$ cat src/rtl/unet_pkg.sv
// unet_pkg: shared phase encoding, transfer sizes and counter widths for the U-Net control shell
package unet_pkg;
    localparam int N_WEIGHTS = 939;
    localparam int N_INPUT   = 98369;
    localparam int N_OUTPUT  = 65536;
    localparam int WCNT_W    = 10;
    localparam int DCNT_W    = 17;
    localparam int RCNT_W    = 16;
    typedef enum logic [2:0] {
        CALCULATING  = 3'd0,
        SEND_WEIGHTS = 3'd1,
        SEND_DATA    = 3'd2,
        DATA_READY   = 3'd3,
        SENDING      = 3'd4,
        IDLE         = 3'd5
    } ctrl_e;
endpackage

$ cat src/rtl/unet_engine.sv
// unet_engine: compute engine stand-in behind the control shell
// Ports: clk/rst (async, active-high); w_we/w_addr/w_data weight writes;
//   d_we/d_addr/d_data input writes; start -> done after DONE_LAT cycles;
//   r_addr -> r_data with one cycle of read latency.
// Results are r_addr ^ 0xA5A5A5A5 folded with running XOR checksums of the
// weight and input streams (each word XORed with its address), so a corrupted
// or misordered load shows up in the readout.
module unet_engine #(
    parameter int DONE_LAT = 100
) (
    input  logic        clk,
    input  logic        rst,
    input  logic        w_we,
    input  logic [9:0]  w_addr,
    input  logic [31:0] w_data,
    input  logic        d_we,
    input  logic [16:0] d_addr,
    input  logic [31:0] d_data,
    input  logic        start,
    output logic        done,
    input  logic [15:0] r_addr,
    output logic [31:0] r_data
);
    logic [31:0] wsum_q, dsum_q, r_data_q;
    logic [15:0] timer_q;
    always_ff @(posedge clk or posedge rst) begin
        if (rst) begin
            wsum_q   <= '0;
            dsum_q   <= '0;
            r_data_q <= '0;
            timer_q  <= '0;
        end else begin
            // address 0 opens a new load, so the checksum restarts there
            if (w_we) wsum_q <= (w_addr == '0 ? '0 : wsum_q) ^ w_data ^ {22'd0, w_addr};
            if (d_we) dsum_q <= (d_addr == '0 ? '0 : dsum_q) ^ d_data ^ {15'd0, d_addr};
            timer_q  <= start ? 16'(DONE_LAT) : (timer_q != '0 ? timer_q - 16'd1 : timer_q);
            r_data_q <= {16'd0, r_addr} ^ 32'hA5A5A5A5 ^ wsum_q ^ dsum_q;
        end
    end
    assign done   = timer_q == 16'd1;
    assign r_data = r_data_q;
endmodule

$ cat src/rtl/unet_top_core.sv
// unet_top_core: phase sequencer moving host words to/from the U-Net engine
// Ports: clk; rst_n (async, active-high despite the name); unet_enpulse phase
//   advance request; data_in weight/input stream; ctrl phase code;
//   busy high while a phase is in progress; data_out result stream.
module unet_top_core
    import unet_pkg::*;
#(
    parameter int N_W        = N_WEIGHTS,
    parameter int N_I        = N_INPUT,
    parameter int N_O        = N_OUTPUT,
    parameter int ENGINE_LAT = 100
) (
    input  logic        clk,
    input  logic        rst_n,
    input  logic        unet_enpulse,
    input  logic [31:0] data_in,
    output logic [2:0]  ctrl,
    output logic        busy,
    output logic [31:0] data_out
);
    ctrl_e              state_q, state_d;
    logic [WCNT_W-1:0]  wcnt_q, wcnt_d;
    logic [DCNT_W-1:0]  dcnt_q, dcnt_d;
    logic [RCNT_W-1:0]  rcnt_q, rcnt_d, r_addr;
    logic               wl_q, wl_d, start_q, start_d, engine_done;
    logic [31:0]        dout_q, dout_d, r_data;
    logic               w_last, d_last, r_last;

    assign w_last = wcnt_q == WCNT_W'(N_W - 1);
    assign d_last = dcnt_q == DCNT_W'(N_I - 1);
    assign r_last = rcnt_q == RCNT_W'(N_O - 1);

    always_ff @(posedge clk or posedge rst_n) begin
        if (rst_n) begin
            state_q <= IDLE;
            wcnt_q  <= '0;
            dcnt_q  <= '0;
            rcnt_q  <= '0;
            wl_q    <= 1'b0;
            start_q <= 1'b0;
            dout_q  <= '0;
        end else begin
            state_q <= state_d;
            wcnt_q  <= wcnt_d;
            dcnt_q  <= dcnt_d;
            rcnt_q  <= rcnt_d;
            wl_q    <= wl_d;
            start_q <= start_d;
            dout_q  <= dout_d;
        end
    end

    always_comb begin
        state_d = state_q;
        case (state_q)
            IDLE:         if (unet_enpulse) state_d = wl_q ? SEND_DATA : SEND_WEIGHTS;
            SEND_WEIGHTS: if (w_last) state_d = IDLE;
            SEND_DATA:    if (d_last) state_d = CALCULATING;
            CALCULATING:  if (engine_done && !start_q) state_d = DATA_READY;
            DATA_READY:   if (unet_enpulse) state_d = SENDING;
            SENDING:      if (r_last) state_d = IDLE;
            default:      state_d = IDLE;
        endcase
    end

    // Readout runs two ahead of data_out (engine register + output register):
    // word 0 is requested until the advance pulse, word 1 during it, then rcnt+2.
    always_comb begin
        wcnt_d  = state_q == SEND_WEIGHTS ? wcnt_q + WCNT_W'(1) : '0;
        dcnt_d  = state_q == SEND_DATA ? dcnt_q + DCNT_W'(1) : '0;
        rcnt_d  = state_q == SENDING ? rcnt_q + RCNT_W'(1) : '0;
        wl_d    = wl_q | (state_q == SEND_WEIGHTS && w_last);
        start_d = state_q == SEND_DATA && d_last;
        dout_d  = (state_q == DATA_READY || (state_q == SENDING && !r_last)) ? r_data : dout_q;
        r_addr  = state_q == SENDING ? rcnt_q + RCNT_W'(2) :
                  (state_q == DATA_READY && unet_enpulse) ? RCNT_W'(1) : '0;
    end

    always_comb begin
        ctrl     = state_q;
        busy     = state_q inside {SEND_WEIGHTS, SEND_DATA, CALCULATING, SENDING};
        data_out = dout_q;
    end

    unet_engine #(.DONE_LAT(ENGINE_LAT)) u_eng (
        .clk    (clk),
        .rst    (rst_n),
        .w_we   (state_q == SEND_WEIGHTS),
        .w_addr (wcnt_q),
        .w_data (data_in),
        .d_we   (state_q == SEND_DATA),
        .d_addr (dcnt_q),
        .d_data (data_in),
        .start  (start_q),
        .done   (engine_done),
        .r_addr (r_addr),
        .r_data (r_data)
    );
endmodule

$ cat config.mk
export PLATFORM = sky130hd
export DESIGN_NAME = unet_top_core
export DESIGN_NICKNAME = d
export VERILOG_FILES = /design/src/rtl/unet_pkg.sv /design/src/rtl/unet_engine.sv /design/src/rtl/unet_top_core.sv
export SDC_FILE = /design/constraint.sdc
export NUM_CORES = 1
export LEC_CHECK = 0
export ABC_AREA = 1
export CORE_MARGIN = 10
export CORE_UTILIZATION = 47
export CTS_CLUSTER_DIAMETER = 30
export DETAILED_ROUTE_END_ITERATION = 8
export GPL_TIMING_DRIVEN = 0
export PLACE_DENSITY_LB_ADDON = 0.1
export SYNTH_ARGS = -nofsm -noshare
export SYNTH_HDL_FRONTEND = slang
export SYNTH_SLANG_ARGS = --single-unit
$ cat constraint.sdc
create_clock -name clk -period 7.6 [get_ports clk]
set_input_delay 0.76 -clock clk [delete_from_list [all_inputs] [get_ports clk]]
set_output_delay 0.76 -clock clk [all_outputs]
set_load 0.1 [all_outputs]
# --- Word level (Yosys, flattened, before mapping) ---
# Index checks and enable logic that the tools add are counted.
classes:
  n_shift: 0
  add_sub_neg: 5
  muxes: 17
  n_reduce_logical: 15
  multipliers: 0
  bitwise: 8
  n_div: 0
  eq_ne: 15
  n_lt_le_gt_ge: 0
ops:
  columns: ["cell", "count"]
  rows:
  - ["bitwise XOR 32 bit", 4]
  - ["2-to-1 mux 16 bit", 4]
  - ["2-to-1 mux 32 bit", 2]
  - ["bitwise XOR 32 x 10 -> 32 bit", 1]
  - ["bitwise XOR 32 x 17 -> 32 bit", 1]
  - ["2-to-1 mux 3 bit", 6]
  - ["case mux 3 bit (6 select lines)", 1]
  - ["adder 17 x 1 -> 17 bit (second input constant)", 1]
  - ["equality test 17 bit (second input constant)", 1]
  - ["zero test 17 bit", 1]
  - ["2-to-1 mux 17 bit", 1]
  - ["adder 16 x 1 -> 16 bit (second input constant)", 1]
  - ["adder 16 x 2 -> 16 bit (second input constant)", 1]
  - ["equality test 16 x 1 -> 1 bit (second input constant)", 1]
  - ["equality test 16 bit (second input constant)", 1]
  - ["inverter 8 -> 16 bit", 1]
  - ["nonzero test 16 bit", 1]
  - ["subtractor 16 x 1 -> 16 bit (second input constant)", 1]
  - ["!= test 2 bit (second input constant)", 6]
  - ["adder 10 x 1 -> 10 bit (second input constant)", 1]
  - ["equality test 10 bit (second input constant)", 1]
  - ["zero test 10 bit", 1]
  - ["2-to-1 mux 10 bit", 1]
  - ["equality test 3 x 2 -> 1 bit (second input constant)", 2]
  - ["12 further kinds", 18]
totals:
  register_bits: 192
  out_inout_bits: 36
  inputBits: 35
  n_memories: 0
  latchBits: 0
  ramBits: 0
  romBits: 0
  word_cells: 71

# --- Depth between registers and ports, before layout ---
# Gate-level depths: netlist of the first run.
depth:
  word_depth: 7
  ltp_mapped: 11
  mapped_depth_nobuf: 11

# --- By module ---
# A second synthesis of the first run with hierarchy kept.
unflattened:
  hier_cells: 1257
  hier_area_um2: 9806.9
modules_own_cells:
  columns: ["mod", "seq_area_each_um2", "cells_each", "area_per_inst_um2", "n_inst"]
  rows:
  - ["unet_engine", 2802.7, 734, 5803.1, 1]
  - ["unet_top_core", 2004.4, 523, 4003.8, 1]

# --- Worst setup path before layout of the first run ---
# OpenSTA, ideal clock, no wires.
synth_path:
  path_type: "register -> output"
  startpoint: "register state_q[1] (netlist: ctrl[1])"
  endpoint: "output busy"
  t_required_ns: 6.840
  stages_incl_launch_ff: 7
  arrival_ns: 2.291
  path_buffers: 2
  path_slack_ns: 4.549
  cell_sequence: "dfrtp_1 > nand2_1 > nor2_1 > buf_2 > buf_2 > nor2_1 > nand2_1"
synth_between:
  elab_chain_cells: 2
  elab_cells_between_ends: 5
  classes_between: "eq/ne (3); reduce/logical (2)"
synth_lines:
  columns: ["item", "line_no", "rtl"]
  rows:
  - ["from (decl)", "unet_top_core.sv:21", "ctrl_e state_q, state_d;"]
  - ["from (signal assigned)", "unet_top_core.sv:43", "state_q <= state_d;"]
  - ["equality test 3 x 1 -> 1 bit, or another cell as far along", "unet_top_core.sv:81", "busy = state_q inside {SEND_WEIGHTS, SEND_DATA, CALCULATING, SENDING};"]
  - ["nonzero test 4 bit (*)", "unet_top_core.sv:81", null]
  - ["to (decl)", "unet_top_core.sv:18", "output logic busy,"]
# Mark *: on every way between the ends. The rest lies on a longest branch, timed or not.

# --- Worst setup path in the final report of the first run ---
layout_path:
  startpoint: "register state_q[0] (netlist: ctrl[0])"
  endpoint: "output busy"
# The elaborated chain is that of the path after synthesis.

==> results of run 1 <==
cell type report:
type / count / share of cell area
Buffer: 34 / 0.0166
Timing Repair Buffer: 71 / 0.0653
Multi-Input combinational cell: 765 / 0.349
Clock buffer: 17 / 0.0381
Tap cell: 265 / 0.0297
Sequential cell: 192 / 0.431
Clock inverter: 15 / 0.0145
Inverter: 163 / 0.0555
where the power goes:
| part | leakage [nW] | internal [W] | switching (W) |
|---|---|---|---|
| clock | 0.288 | 0.000470 | 0.000435 |
| combinational | 2.80 | 0.000157 | 0.000178 |
| sequential | 2.35 | 0.00120 | 0.0000847 |
| total | 5.44 | 0.00182 | 0.000698 |
flip-flops by register name, indices dropped and copies added (netlist names):
| register | cells |
|---|---|
| ctrl | 3 |
| data_out | 32 |
| u_eng.r_data | 32 |
| u_eng.wsum_q | 32 |
| rcnt_q | 16 |
| u_eng.dsum_q | 32 |
| dcnt_q | 17 |
| wcnt_q | 10 |
| wl_q | 1 |
| start_q | 1 |
| u_eng.timer_q | 16 |
cells in the final DEF, fill, tap and decap left out, types with 3 or more instances in the layout:
master and n:
a21oi_1 43, a31oi_1 3, buf_2 19, buf_4 3
buf_6 3, clkbuf_1 9, clkbuf_16 17, clkdlybuf4s50_1 70
dfrtp_1 190, ha_1 9, inv_1 161, inv_6 7
inv_8 5, nand2_1 275, nand2_2 3, nand3_1 88
nand4_1 26, nor2_1 113, nor3_1 29, o21a_1 4
o21ai_0 53, or2_2 4, xnor2_1 31, xor2_1 71
cells by family after synthesis:
| family | synth area share |
|---|---|
| fa+ha+maj | 0.0119 |
| compound gates | 0.0636 |
| simple gates | 0.241 |
| flops | 0.506 |
| buf+inv | 0.0839 |
| xor+xnor | 0.0940 |
worst max-delay path, cell delays in order (launching register included):
cell	delay, ps
dfstp_2	620
nand3_1	330
buf_2	330
buf_2	230
nand2_1	140
clkdlybuf4s50_1	1140
worst max path at each step:
stage	from	endpoint
4_1_cts	ctrl[0]$_DFFE_PP1P_	busy
5_1_grt	ctrl[0]$_DFFE_PP1P_	busy
3_5_place_dp	ctrl[0]$_DFFE_PP1P_	busy
6_report	ctrl[0]$_DFFE_PP1P_	busy
3_3_place_gp	rst_n	data_out[13]$_DFFE_PP0P_
2_1_floorplan	rst_n	ctrl[1]$_DFFE_PP0P_
metal layers:
metal / vias up / GRT usage
met4: 0 / 0.0451
met1: 3588 / 0.242
met2: 166 / 0.276
li1: 3794 / -
met3: 20 / 0.0422
met5: - / 0
through the flow:
| stage | cells | instance area, µm² | hold WS (ps) |
|---|---|---|---|
| finish | 1522 | 11200 | 440 |
| global route | 1522 | 11200 | 470 |
| CTS | 1522 | 11200 | 443 |
| detailed placement | 1490 | 10600 | 426 |
| global placement | 1489 | 10500 | 423 |
| floorplan | 1154 | 9500 | 418 |
==> out/metrics.yaml, run 1 <==
yosys.area.top_type: "dfrtp_1"
first_global_vias: 7360
worstSkewPairLatency_ps: 440
critPathKind: "flop to output pin"
synth-main-ff-cell: "dfrtp_1"
rr_startpoint: "ctrl[2]$_DFFE_PP1P_"
fin_ws_ps: 3610
dr_total_vias: 7568
p_per_area_mw_per_mm2: 226
yosysSeqAreaShare: 0.506
routed.top_layer: "met4"
synth.distinct_cells: 34
clock-sinks: 192
io_pins: 71
tns_ps: 0
grt_antenna_before_repair: 0
yosys-top-cells-count: "nand2_1 (275), dfrtp_1 (190), inv_1 (162), nor2_1 (113), nand3_1 (88)"
diodes: 0
multi_input_area_mm2: 0.00390
total_power_w: 0.00252
critPathRequiredTime_ps: 6840
area_growth_pct: 17.4
finalHoldViolCount: 0
cp-start-kind: "flop"
max_freq_ghz: 0.251
tightest_slew_ps: 1000
wl_met3_um: 1180
num_rows: 51
overflow: 0
cap_violations: 0
skew_ps: 18.4
final_util: 0.568
core_area_mm2: 0.0197
ctsLongestPathBuffers: 2
yosysMostFrequentCell: "nand2_1"
fin_crit_sh: 0.525
cp.arrival_ps: 3230
start_util: 0.484
post_cts_buffers: 0
cts_made_buffers: 17
setup_viol: 0
hold_end: "data_out[17]$_DFFE_PP0P_"
grt_max_degree: 129
crit_fanout: 10
relSlewSlack: 0.328
hpwlAfterDp_um: 16300
grt_pass1_wl_um: 37600
synthArstFlopShare: 1.00
synth_area_mm2: 0.00950
layout_min_cycle_time_ps: 3990
yosysWarningCount: 0
fp.dieW_um: 162
dr.pass1.iters: 5
ys_seq_elements: 192
min_from: "u_eng.r_data[17]$_DFF_PP0_"
ctsResizeCount: 0
clkSlewWorstSetupHoldPaths_ps: 70
grt.total_usage: 0.177
drt-vias-per-instance: 4.97
synth.avg_cell_area_um2: 8.23
syn_inst: 1154
rsz0062_at_grt: "no"
cts-root-buf: "clkbuf_16"
die_area_mm2: 0.0263
first_iter_violations: 516
cts.htree.levels: 4
wl_met1_um: 10600
nets: 1288
synth.area.top_cells: "dfrtp_1 (50%), nand2_1 (11%), xor2_1 (6.5%)"
seq_area_mm2: 0.00481
dieHeight_um: 162
wl_per_cell_um: 14.8
place_ws_ps: 4040
portBuffers: 70
hold_path_depth: 2
drc: 0
status: "finished, final reports clean"
finalMaxSlewViolations: 0
postRouteWirelength_um: 22500
syn-num-nets: 1198
antenna_left: 0
routabilityCongestion: 0.882
cts-hold-fix-buffers: 0
power.leakage_nw: 5.44
r2r_slack_ps: 5530
rr_worst_depth: 9
cts_tree: "done"
regToRegEndpoint: "ctrl[1]$_DFFE_PP0P_"
peakVddDrop_mv: 0.134
synth_edf_count: 0
holdCritPathClass: "flop to flop"
wl_met2_um: 10400
fillers: 1900
drive_gt1_frac: 0.0581
yosysTopAreaCellShare: 0.500
critPathCaptureType: "output pin"
No activity file was read; power rests on OpenSTA's default activity.
==> run 2, diff against run 1 <==
==> constraint.sdc (replaced) <==
create_clock -name clk -period 3.51 [get_ports clk]
set_input_delay 0.351 -clock clk [delete_from_list [all_inputs] [get_ports clk]]
set_output_delay 0.351 -clock clk [all_outputs]
set_load 0.1 [all_outputs]
==> run 2 against run 1 <==
Effect of this change: worst hold slack got worse by 78 ps; sequential power increased by 120%; global-route usage increased by 0.20 points; first-iteration DRC count increased by 0.39%.
==> out/metrics.yaml, run 2 (synthesis results as in run 1) <==
routabilityCongestion: 0.886  # +0.44%
dr.pass1.iters: 4  # -1
fp.dieW_um: 162  # unchanged
p_sw_frac: 0.272  # -0.00465
worstSkewPairLatency_ps: 440  # about the same
fin_cells: 1526  # +0.26%
pwr-share-seq: 0.503  # -0.005
nets: 1292  # +0.31%
cts.htree.levels: 4  # unchanged
placed_cells: 1494  # +0.27%
rsz0062_at_grt: "no"
dr_total_vias: 7548  # -0.26%
peakVddDrop_mv: 0.378  # +180%
grt.total_usage: 0.179  # +0.00202
drive_gt1_frac: 0.0611  # +0.00299
holdCritPathClass: "input pin to async pin"
diodes: 0  # unchanged
overflow: 0  # unchanged
area_growth_pct: 18.3
status: "finished, final reports clean"
tightest_slew_ps: 997  # -7.82 ps
p_per_area_mw_per_mm2: 491  # +120%
power.leakage_nw: 5.47  # +0.56%
drc: 0  # unchanged
clkPwrFrac: 0.362  # +0.003
drt-vias-per-instance: 4.95  # -0.53%
fillers: 1866  # -1.8%
max_stage_delay_ps: 870  # -270 ps
critPathKind: "flop to output pin"
total_power_w: 0.00552  # +120%
most-common-layout-cells: "nand2_1 (275), dfrtp_1 (190), inv_1 (161), nor2_1 (113), nand3_1 (88)"
postRouteWirelength_um: 23000  # +2.1%
cp-start-kind: "flop"
clkSlewWorstSetupHoldPaths_ps: 80  # about the same
critPathSlowestCell: "dlygate4sd2_1"
finalMaxSlewViolations: 0  # unchanged
crit_fanout: 10  # unchanged
p_switching_w: 0.00150  # +120%
cts-root-buf: "clkbuf_16"
post_cts_buffers: 0  # unchanged
grt_pass1_wl_um: 38000  # +0.90%
grt_antenna_before_repair: 0  # unchanged
dieHeight_um: 162  # unchanged
ctsLongestPathBuffers: 2  # unchanged
internal_power_w: 0.00401  # +120%
hpwlAfterDp_um: 16900  # +4.2%
cts_made_buffers: 17  # unchanged
multi_input_area_mm2: 0.00390  # unchanged
layout_commonest_cell: "nand2_1"
skew_ps: 12.8  # -5.64 ps
seq_area_mm2: 0.00481  # unchanged
wl_per_cell_um: 15.0  # +1.9%
portBuffers: 70  # unchanged
layout_min_cycle_time_ps: 3300
antenna_left: 0  # unchanged
cts_tree: "done"
first_iter_violations: 518  # +0.39%
finalHoldViolCount: 0  # unchanged
crit_top_cell: "buf_2"
p_comb_frac: 0.135  # +0.002
relSlewSlack: 0.334  # +0.00523
io_pins: 71  # unchanged
first_global_vias: 7438  # +1.1%
crit_family: "buffers and inverters"
critPathCaptureType: "output pin"
cap_violations: 0  # unchanged
fin_crit_sh: 0.940
die_area_mm2: 0.0263  # unchanged
crit_chain: "nand3_1 > buf_2 > buf_2 > nand2_1 > dlygate4sd2_1"
grt_max_degree: 43  # -67%
num_rows: 51  # unchanged
start_util: 0.484  # unchanged
max_freq_ghz: 0.303
setup_viol: 0  # unchanged
core_area_mm2: 0.0197  # unchanged
critPathRequiredTime_ps: 3160  # -3680 ps
worst-path-buf-inv: 3  # unchanged
cp.arrival_ps: 2950  # -280 ps
clock-sinks: 192  # unchanged
## run 2: changes by cell type in the layout (fill, tap and decap cells not counted)
cell             before  now
buf_12                0    5
buf_16                1    0
bufinv_16             1    2
clkdlybuf4s50_1      70   69
clkinv_2              0    1
clkinv_4              2    3
clkinvlp_4            1    3
dlygate4sd2_1         0    1
inv_6                 7    3
inv_8                 5    4
## run 2: worst register-to-register path, delay by kind of cell, from the launching register on
| kind | cells | cell delay [ps] |
|---|---|---|
| flops | 1 | 630 |
| xor+xnor | 1 | 160 |
| buf+inv | 2 | 330 |
| simple gates | 4 | 850 |
## run 2: repair_timing
| action | CTS | global route |
|---|---|---|
| endpoints found under the setup margin | 1 | 0 |
| gates resized for setup | 1 | 0 |
| hold endpoints to repair | 0 | 0 |
| hold buffers | 0 | 0 |
## run 2: power groups by stage
stage	Combinational, W	Clock (W)	Sequential [W]
3_3_place_gp	0.000714	0	0.00281
3_5_place_dp	0.000747	0	0.00282
5_1_grt	0.000842	0.00213	0.00282
4_1_cts	0.000755	0.00204	0.00278
6_report	0.000744	0.00200	0.00277
2_1_floorplan	0.000547	0	0.00277
## run 2: per-stage QoR
step	utilization	worst slack [ps]	instance area [µm²]	TNS, ps	hold slack, ps
2_1_floorplan	-	684	9510	0	418
4_1_cts	0.572	176	11200	0	377
3_5_place_dp	0.541	368	10600	0	427
5_1_grt	0.572	119	11200	0	413
6_report	0.572	212	11200	0	362
3_3_place_gp	0.536	-971	10500	-180160	421
## run 2: final cells by class
| cell class | count | area share |
|---|---|---|
| sequential | 192 | 0.428 |
| timing repair buffer | 75 | 0.0711 |
| tap | 265 | 0.0295 |
| buffer | 34 | 0.0165 |
| clock inverter | 15 | 0.0158 |
| multi-input combinational | 765 | 0.347 |
| inverter | 163 | 0.0548 |
| clock buffer | 17 | 0.0378 |
## run 2: per-layer routing
layer,vias up,GRT usage,share of wire
met4,0,0.0405,0.0079
li1,3805,-,-
met5,-,0,0
met3,14,0.0430,0.047
met1,3579,0.243,0.47
met2,150,0.283,0.47
## run 2: final timing paths
kind | startpoint | end | slack [ps] | cells after the start
max in group asynchronous | rst_n | u_eng.r_data[15]$_DFF_PP0_ | 2020 | 5
max | ctrl[0]$_DFFE_PP1P_ | busy | 210 | 5
min in group clk | u_eng.r_data[12]$_DFF_PP0_ | data_out[12]$_DFFE_PP0P_ | 440 | 2
min | rst_n | wcnt_q[0]$_DFF_PP0_ | 360 | 2
max reg2reg | ctrl[0]$_DFFE_PP1P_ | u_eng.wsum_q[10]$_DFFE_PP0P_ | 1440 | 7
min reg2reg | u_eng.r_data[12]$_DFF_PP0_ | data_out[12]$_DFFE_PP0P_ | 440 | 2
